--- config.mk ---
export PLATFORM = sky130hd
export DESIGN_NAME = alu_issue_unit
export DESIGN_NICKNAME = d
export VERILOG_FILES = /design/src/rtl/alu_issue_pkg.sv /design/src/rtl/alu_iter_mul.sv /design/src/rtl/alu_issue_unit.sv
export SDC_FILE = /design/constraint.sdc
export NUM_CORES = 1
export LEC_CHECK = 0
export BUFFER_PORTS_ARGS = -buffer_cell sky130_fd_sc_hd__buf_2
export CAP_MARGIN = 20
export CORE_MARGIN = 4
export CORE_UTILIZATION = 26
export CTS_CLUSTER_SIZE = 30
export DETAILED_ROUTE_END_ITERATION = 12
export GPL_ROUTABILITY_DRIVEN = 1
export MAX_ROUTING_LAYER = met4
export PLACE_DENSITY = 0.52
export SLEW_MARGIN = 5
export SYNTH_ARGS = -nofsm -noshare
export SYNTH_HDL_FRONTEND = slang
export SYNTH_HIERARCHICAL = 1
export SYNTH_SLANG_ARGS = --single-unit
--- constraint.sdc ---
create_clock -name clock -period 1.8 [get_ports clock]
set_input_delay 0.18 -clock clock [delete_from_list [all_inputs] [get_ports clock]]
set_output_delay 0.18 -clock clock [all_outputs]
set_load 0.005 [all_outputs]
--- src/rtl/alu_issue_pkg.sv ---
// Shared types, encodings and the combinational decoder for alu_issue_unit.
// ALU_ISSUE_RV32M_EN adds the MUL state and the iterative-multiply decode path.
package alu_issue_pkg;

  localparam logic [6:0] OPC_OP     = 7'b0110011;
  localparam logic [6:0] OPC_OP_IMM = 7'b0010011;
  localparam logic [6:0] OPC_LUI    = 7'b0110111;
  localparam logic [6:0] OPC_AUIPC  = 7'b0010111;

  localparam logic [6:0] FUNCT7_BASE   = 7'b0000000;
  localparam logic [6:0] FUNCT7_ALT    = 7'b0100000;
  localparam logic [6:0] FUNCT7_MULDIV = 7'b0000001;

  typedef enum logic [5:0] {
    ALU_ADD  = 6'd0,
    ALU_SUB  = 6'd1,
    ALU_SLL  = 6'd2,
    ALU_SLT  = 6'd3,
    ALU_SLTU = 6'd4,
    ALU_XOR  = 6'd5,
    ALU_SRL  = 6'd6,
    ALU_SRA  = 6'd7,
    ALU_OR   = 6'd8,
    ALU_AND  = 6'd9
  } alu_ctrl_e;

  typedef enum logic [1:0] {
    A_SEL_RS1  = 2'd0,
    A_SEL_ZERO = 2'd1,
    A_SEL_PC   = 2'd2
  } a_sel_e;

  typedef enum logic [1:0] {
    ST_IDLE = 2'd0,
    ST_EXEC = 2'd1,
`ifdef ALU_ISSUE_RV32M_EN
    ST_DONE = 2'd2,
    ST_MUL  = 2'd3
`else
    ST_DONE = 2'd2
`endif
  } issue_state_e;

  typedef struct packed {
    alu_ctrl_e ctrl;
    a_sel_e    a_sel;
    logic      b_imm;
    logic      illegal;
`ifdef ALU_ISSUE_RV32M_EN
    logic      is_mul;
`endif
  } decode_t;

  function automatic alu_ctrl_e base_op(input logic [2:0] funct3);
    alu_ctrl_e c;
    case (funct3)
      3'b000:  c = ALU_ADD;
      3'b001:  c = ALU_SLL;
      3'b010:  c = ALU_SLT;
      3'b011:  c = ALU_SLTU;
      3'b100:  c = ALU_XOR;
      3'b101:  c = ALU_SRL;
      3'b110:  c = ALU_OR;
      default: c = ALU_AND;
    endcase
    return c;
  endfunction

  function automatic decode_t decode(input logic [6:0] opcode,
                                     input logic [2:0] funct3,
                                     input logic [6:0] funct7);
    decode_t d;
    d.ctrl    = ALU_ADD;
    d.a_sel   = A_SEL_RS1;
    d.b_imm   = 1'b0;
    d.illegal = 1'b0;
`ifdef ALU_ISSUE_RV32M_EN
    d.is_mul  = 1'b0;
`endif
    case (opcode)
      OPC_OP: begin
        if (funct7 == FUNCT7_BASE) begin
          d.ctrl = base_op(funct3);
        end else if (funct7 == FUNCT7_ALT && funct3 == 3'b000) begin
          d.ctrl = ALU_SUB;
        end else if (funct7 == FUNCT7_ALT && funct3 == 3'b101) begin
          d.ctrl = ALU_SRA;
`ifdef ALU_ISSUE_RV32M_EN
        end else if (funct7 == FUNCT7_MULDIV && funct3 == 3'b000) begin
          d.is_mul = 1'b1;
`endif
        end else begin
          d.illegal = 1'b1;
        end
      end
      OPC_OP_IMM: begin
        // funct7 overlaps the immediate, so it only matters for the shifts
        d.b_imm = 1'b1;
        d.ctrl  = base_op(funct3);
        if (funct3 == 3'b101) begin
          if (funct7 == FUNCT7_ALT)       d.ctrl = ALU_SRA;
          else if (funct7 != FUNCT7_BASE) d.illegal = 1'b1;
        end else if (funct3 == 3'b001 && funct7 != FUNCT7_BASE) begin
          d.illegal = 1'b1;
        end
      end
      OPC_LUI: begin
        d.a_sel = A_SEL_ZERO;
        d.b_imm = 1'b1;
      end
      OPC_AUIPC: begin
        d.a_sel = A_SEL_PC;
        d.b_imm = 1'b1;
      end
      default: d.illegal = 1'b1;
    endcase
    if (d.illegal) d.ctrl = ALU_ADD;
    return d;
  endfunction

endpackage

--- src/rtl/alu_iter_mul.sv ---
// Iterative shift-add multiplier: one partial product per cycle, W cycles after start,
// returning the low W bits of the product with a one-cycle done pulse.
module alu_iter_mul #(
  parameter int W = 32
) (
  input  logic         clock,
  input  logic         reset,
  input  logic         start,
  input  logic [W-1:0] a,
  input  logic [W-1:0] b,
  output logic         busy,
  output logic         done,
  output logic [W-1:0] product
);

  localparam int CW = $clog2(W);

  logic [W-1:0]  acc_q;
  logic [W-1:0]  mcand_q;
  logic [W-1:0]  mplier_q;
  logic [CW-1:0] cnt_q;

  always_ff @(posedge clock or negedge reset) begin
    if (!reset) begin
      acc_q    <= '0;
      mcand_q  <= '0;
      mplier_q <= '0;
      cnt_q    <= '0;
      busy     <= 1'b0;
      done     <= 1'b0;
    end else begin
      done <= 1'b0;
      if (start) begin
        acc_q    <= '0;
        mcand_q  <= a;
        mplier_q <= b;
        cnt_q    <= '0;
        busy     <= 1'b1;
      end else if (busy) begin
        if (mplier_q[0]) acc_q <= acc_q + mcand_q;
        mcand_q  <= mcand_q << 1;
        mplier_q <= mplier_q >> 1;
        cnt_q    <= cnt_q + 1'b1;
        if (cnt_q == CW'(W - 1)) begin
          busy <= 1'b0;
          done <= 1'b1;
        end
      end
    end
  end

  assign product = acc_q;

endmodule

--- src/rtl/alu_issue_unit.sv ---
// Execute-stage issuer: decodes one RV32I ALU op per handshake, drives the external ALU,
// returns its result with rd. ALU_ISSUE_RV32M_EN enables the iterative MUL path.
module alu_issue_unit
  import alu_issue_pkg::*;
#(
  parameter int XLEN   = 32,
  parameter int CTRL_W = 6
) (
  input  logic              clock,
  input  logic              reset,
  input  logic              in_valid,
  output logic              in_ready,
  input  logic [6:0]        in_opcode,
  input  logic [2:0]        in_funct3,
  input  logic [6:0]        in_funct7,
  input  logic [XLEN-1:0]   in_rs1_data,
  input  logic [XLEN-1:0]   in_rs2_data,
  input  logic [XLEN-1:0]   in_imm,
  input  logic [XLEN-1:0]   in_pc,
  input  logic [4:0]        in_rd,
  output logic [CTRL_W-1:0] ALU_Control,
  output logic [XLEN-1:0]   operand_A,
  output logic [XLEN-1:0]   operand_B,
  input  logic [XLEN-1:0]   ALU_result,
  output logic              out_valid,
  input  logic              out_ready,
  output logic [XLEN-1:0]   out_data,
  output logic [4:0]        out_rd,
  output logic              out_illegal
);

  // Handshakes: a beat transfers on a rising edge where valid && ready are both high;
  // valid never waits on ready, and payloads are held stable while valid && !ready.

  issue_state_e    state_q, state_d;
  decode_t         dec;
  logic            accept;
  logic            load_alu;
  logic [XLEN-1:0] op_a_sel, op_b_sel;
  alu_ctrl_e       ctrl_q;
  logic [4:0]      rd_q;
  logic            illegal_q;

  assign dec      = decode(in_opcode, in_funct3, in_funct7);
  assign in_ready = (state_q == ST_IDLE);
  assign out_valid = (state_q == ST_DONE);
  assign accept   = in_valid && in_ready;
  assign ALU_Control = CTRL_W'(ctrl_q);

`ifdef ALU_ISSUE_RV32M_EN
  logic            mul_busy;
  logic            mul_done;
  logic [XLEN-1:0] mul_product;

  assign load_alu = accept && !dec.is_mul;

  alu_iter_mul #(.W(XLEN)) u_mul (
    .clock   (clock),
    .reset   (reset),
    .start   (accept && dec.is_mul),
    .a       (in_rs1_data),
    .b       (in_rs2_data),
    .busy    (mul_busy),
    .done    (mul_done),
    .product (mul_product)
  );
`else
  assign load_alu = accept;
`endif

  always_comb begin
    op_a_sel = in_rs1_data;
    op_b_sel = dec.b_imm ? in_imm : in_rs2_data;
    case (dec.a_sel)
      A_SEL_ZERO: op_a_sel = '0;
      A_SEL_PC:   op_a_sel = in_pc;
      default:    op_a_sel = in_rs1_data;
    endcase
    if (dec.illegal) begin
      op_a_sel = '0;
      op_b_sel = '0;
    end
  end

  always_comb begin
    state_d = state_q;
    case (state_q)
      ST_IDLE: begin
        if (accept) begin
`ifdef ALU_ISSUE_RV32M_EN
          state_d = dec.is_mul ? ST_MUL : ST_EXEC;
`else
          state_d = ST_EXEC;
`endif
        end
      end
      ST_EXEC: state_d = ST_DONE;
      ST_DONE: if (out_ready) state_d = ST_IDLE;
`ifdef ALU_ISSUE_RV32M_EN
      ST_MUL:  if (mul_done && !mul_busy) state_d = ST_DONE;
`endif
      default: state_d = ST_IDLE;
    endcase
  end

  always_ff @(posedge clock or negedge reset) begin
    if (!reset) state_q <= ST_IDLE;
    else        state_q <= state_d;
  end

  // ALU-facing registers only change on a non-MUL accept; they hold otherwise.
  always_ff @(posedge clock or negedge reset) begin
    if (!reset) begin
      ctrl_q    <= ALU_ADD;
      operand_A <= '0;
      operand_B <= '0;
      rd_q      <= '0;
      illegal_q <= 1'b0;
    end else begin
      if (load_alu) begin
        ctrl_q    <= dec.ctrl;
        operand_A <= op_a_sel;
        operand_B <= op_b_sel;
      end
      if (accept) begin
        rd_q      <= in_rd;
        illegal_q <= dec.illegal;
      end
    end
  end

  always_ff @(posedge clock or negedge reset) begin
    if (!reset) begin
      out_data    <= '0;
      out_rd      <= '0;
      out_illegal <= 1'b0;
    end else if (state_q == ST_EXEC) begin
      out_data    <= illegal_q ? '0 : ALU_result;
      out_rd      <= rd_q;
      out_illegal <= illegal_q;
`ifdef ALU_ISSUE_RV32M_EN
    end else if (state_q == ST_MUL && mul_done) begin
      out_data    <= mul_product;
      out_rd      <= rd_q;
      out_illegal <= 1'b0;
`endif
    end
  end

endmodule

==> results.txt <==
Die Span X: 151.2 um
Initial Util: 26.35%
Num CTS Buffers: 17
Die area: 22870 sq um
Flop-to-flop setup slack: 0.14 ns
Min Clock Period, post-route: 1.787 ns
Routed Antenna Nets: 0
Crit end category: flip-flop
Share of layout cells above drive strength 1: 48.65%
Critical-path cell list: buf_2, or4_4, o41ai_4, nor3_2, a2111o_2, buf_12, o21ai_0
I/O pin count: 296
Post-CTS setup buffers: 0
Clk_skew: 0.01015 ns
Power Internal: 0.005574 W
Worst hold slack: 0.03046 ns
Crit path launch type: input pin
CTS clk-pin slew, worst paths: 0.05 ns
Area Growth Syn to Fin: 49.91%
Largest family of logic cells by synthesized area: compound AO/OA/AOI/OAI gates
Slowest CP cell: or4_4
CTS Buffer Depth: 2
Largest net degree at the start of global routing: 77
Top Family by Delay on Critical Path: compound AO/OA/AOI/OAI gates
Nets: 1024
Vias per inst: 4.269
PortBufs: 293
Number of library cell types mapped by synthesis: 42
Root buffer cell: clkbuf_16
Cells after Synth: 525
Mapped Area: 5333 sq um
Cell taking the most area after synthesis: dfrtp_1
Synth area leaders: dfrtp_1 (53%), nand2_1 (8.3%), o21ai_2 (6.4%), o21ai_0 (6.1%), mux2i_1 (6.0%)
Reg area: 2853 sq um
Crit path buffers/inverters: 2
R2R depth: 5
Post-DP HPWL: 12.28 mm
Largest stage delay on the critical path: 0.57 ns
XOR/XNOR Fraction of Synth Area: 0.3285%
Crit. Startpoint: in_funct7[1]
Crit path kind: input pin to flip-flop
Yosys reg bits: 114
Crit path to: operand_A[7]
Peak VDD IR: 0.5601 mV
Synth Area in Compound Gates: 18.68%
Initial antenna violation count: 2
Die H: 151.2 um
CTS tree: built
CP Depth: 7
P_sw: 0.002132 W
Post-Place Cell Area: 7296 sq um
Placer Congestion: 0.7198
Grt ovf: 0
Slew Limit Fails: 0
Final hold vios: 0
Async SR Flop Fraction: 100.0%
Combinational power share: 19.0%
Sequential fraction of the synthesis area: 53.50%
Vias in the first global route: 4751
Clock power share: 42.4%
Max Cap Viol: 0
Period utilisation layout: 99.27%
Fmax: 0.5597 GHz
Main flop type after synthesis: dfrtp_1
Synth top area share: 53.50%
Worst-path fanout max: 26
Mux contribution to synthesized area: 7.274%
Vias: 4786
CP required: 2.12 ns
Status: completed
Synth Area in Adders: 0.4693%
Avg WL per Cell: 14.47 um
Finished Cell Area: 7994 sq um
Final Worst Setup Slack: 0.01317 ns
# rows: 52
Pwr dens: 964.0 nW/um^2
Final setup viols: 0
Gr usage total: 14.07%
Reg2reg end: operand_A[7]
First-pass GRT wire length: 24.48 mm
DRT Wirelength: 16.22 mm
Synth Area in Simple Gates: 14.95%
Remaining DRCs: 0
H-tree Lvls: 4
Fill cells: 2051
Hold-critical path depth: 3
Pwr Total: 0.007706 W
Critical path data arrival time: 2.11 ns
Pre-Repair DR Iteration Count: 4
DRT iter0 DRCs: 153
Sequential Power Share: 38.6%
CORE AREA: 20230 sq um
Clk Latency, worst-skew pair: 0.41 ns
Worst r2r src: state_q[0]
Worst Hold Class: input pin to flip-flop
EDFF count, synth: 0
Area of the multi-input gates: 2286 sq um
Dpl ws: -0.4350 ns
Sw Share: 27.66%
Synth Warn #: 6
Leak pwr: 4.060 nW
Syn avg cell area: 10.16 sq um
Clock Sinks: 114
[power by group through the flow]
| stage | Combinational, W | Clock (W) | Sequential, W |
|---|---|---|---|
| 2_1_floorplan | 0.000716 | 0 | 0.00303 |
| 3_3_place_gp | 0.00148 | 0 | 0.00301 |
| 3_5_place_dp | 0.00148 | 0 | 0.00302 |
| 4_1_cts | 0.00149 | 0.00338 | 0.00297 |
| 5_1_grt | 0.00167 | 0.00350 | 0.00301 |
| 6_report | 0.00146 | 0.00327 | 0.00297 |
[worst reg2reg max path, cell delays in order, from the launching register on]
cell and delay, ns:
dfrtp_1 0.40, nor2_1 0.15, nand2_2 0.13, a2111o_2 0.51, buf_12 0.20, o21ai_0 0.20
[synthesized netlist by cell type (4+ instances only)]
cell type	count
a22oi_1	31
nor2_1	5
mux2_2	6
buf_12	4
nand2b_1	34
o21ai_2	39
o21ai_0	65
nand2_1	118
dfrtp_1	114
clkbuf_1	30
mux2i_1	32
[layout by cell type (no fill, tap or decap), drive strengths merged, types with 2 or more instances in the layout]
cell type	count
o31ai	2
a21o	2
inv	4
dlygate4sd3	7
nand2b	34
clkinv	7
diode	2
nand3	3
nand2	118
bufinv	2
clkbuf	23
mux2i	32
a22oi	31
mux2	6
conb	2
nor3	2
nor2b	3
buf	324
o21ai	105
ha	2
or3	2
nor2	5
dfrtp	114
a21oi	3
[routing by layer]
metal | up-vias | wire length, um | GRT usage (%)
met5 | - | 0 | -
met4 | 0 | 257 | 4.442
met3 | 16 | 1347 | 4.668
met2 | 196 | 7706 | 22.29
met1 | 2146 | 6909 | 17.02
li1 | 2428 | - | -
[flip-flops by register name (all words and copies together) (netlist names)]
signal / flops
operand_B: 32
rd_q: 5
out_illegal: 1
out_rd: 5
state_q: 2
out_data: 32
illegal_q: 1
operand_A: 32
ALU_Control: 4
[metrics by stage]
step	instances	util [%]	setup TNS [ns]
3_3_place_gp	1079	36.06	-20.93
5_1_grt	1121	39.51	-0.04767
6_report	1121	39.51	0
3_5_place_dp	1079	36.06	-23.18
2_1_floorplan	526	-	-5.080
4_1_cts	1118	39.23	0
[worst min path at each step]
stage | start | end | slack, ns
after detailed placement | reset | operand_B[12] | 0.05
final | ALU_result[16] | out_data[16] | 0.03
after global routing | ALU_result[29] | out_data[29] | 0.02
after CTS | ALU_result[16] | out_data[16] | 0.004
after floorplan | reset | ALU_Control[0] | -0.12
after global placement | reset | operand_B[12] | 0.04
[layout make-up]
cell class,instances,area share [%]
flip-flops and latches,114,35.69
multi-input cells,367,28.60
repair buffers,332,24.04
clock buffers,22,5.807
well taps,270,4.226
clock inverters,10,1.346
inverters,4,0.2348
diodes,2,0.06261
[cell families (layout without fill, tap and decap cells)]
group	count (synthesis)	count (layout)
fa+ha+maj	2	2
xor+xnor	2	2
compound gates	148	148
buf+inv	45	368
flops	114	114
mux	38	38
other cells	1	4
simple gates	175	175
[timing repair]
action,in CTS,in global routing
endpoints found under the setup margin,0,24
resized for setup,0,20
hold buffers,7,0
hold endpoints to repair,120,0
No activity file was read; power rests on OpenSTA's default activity.
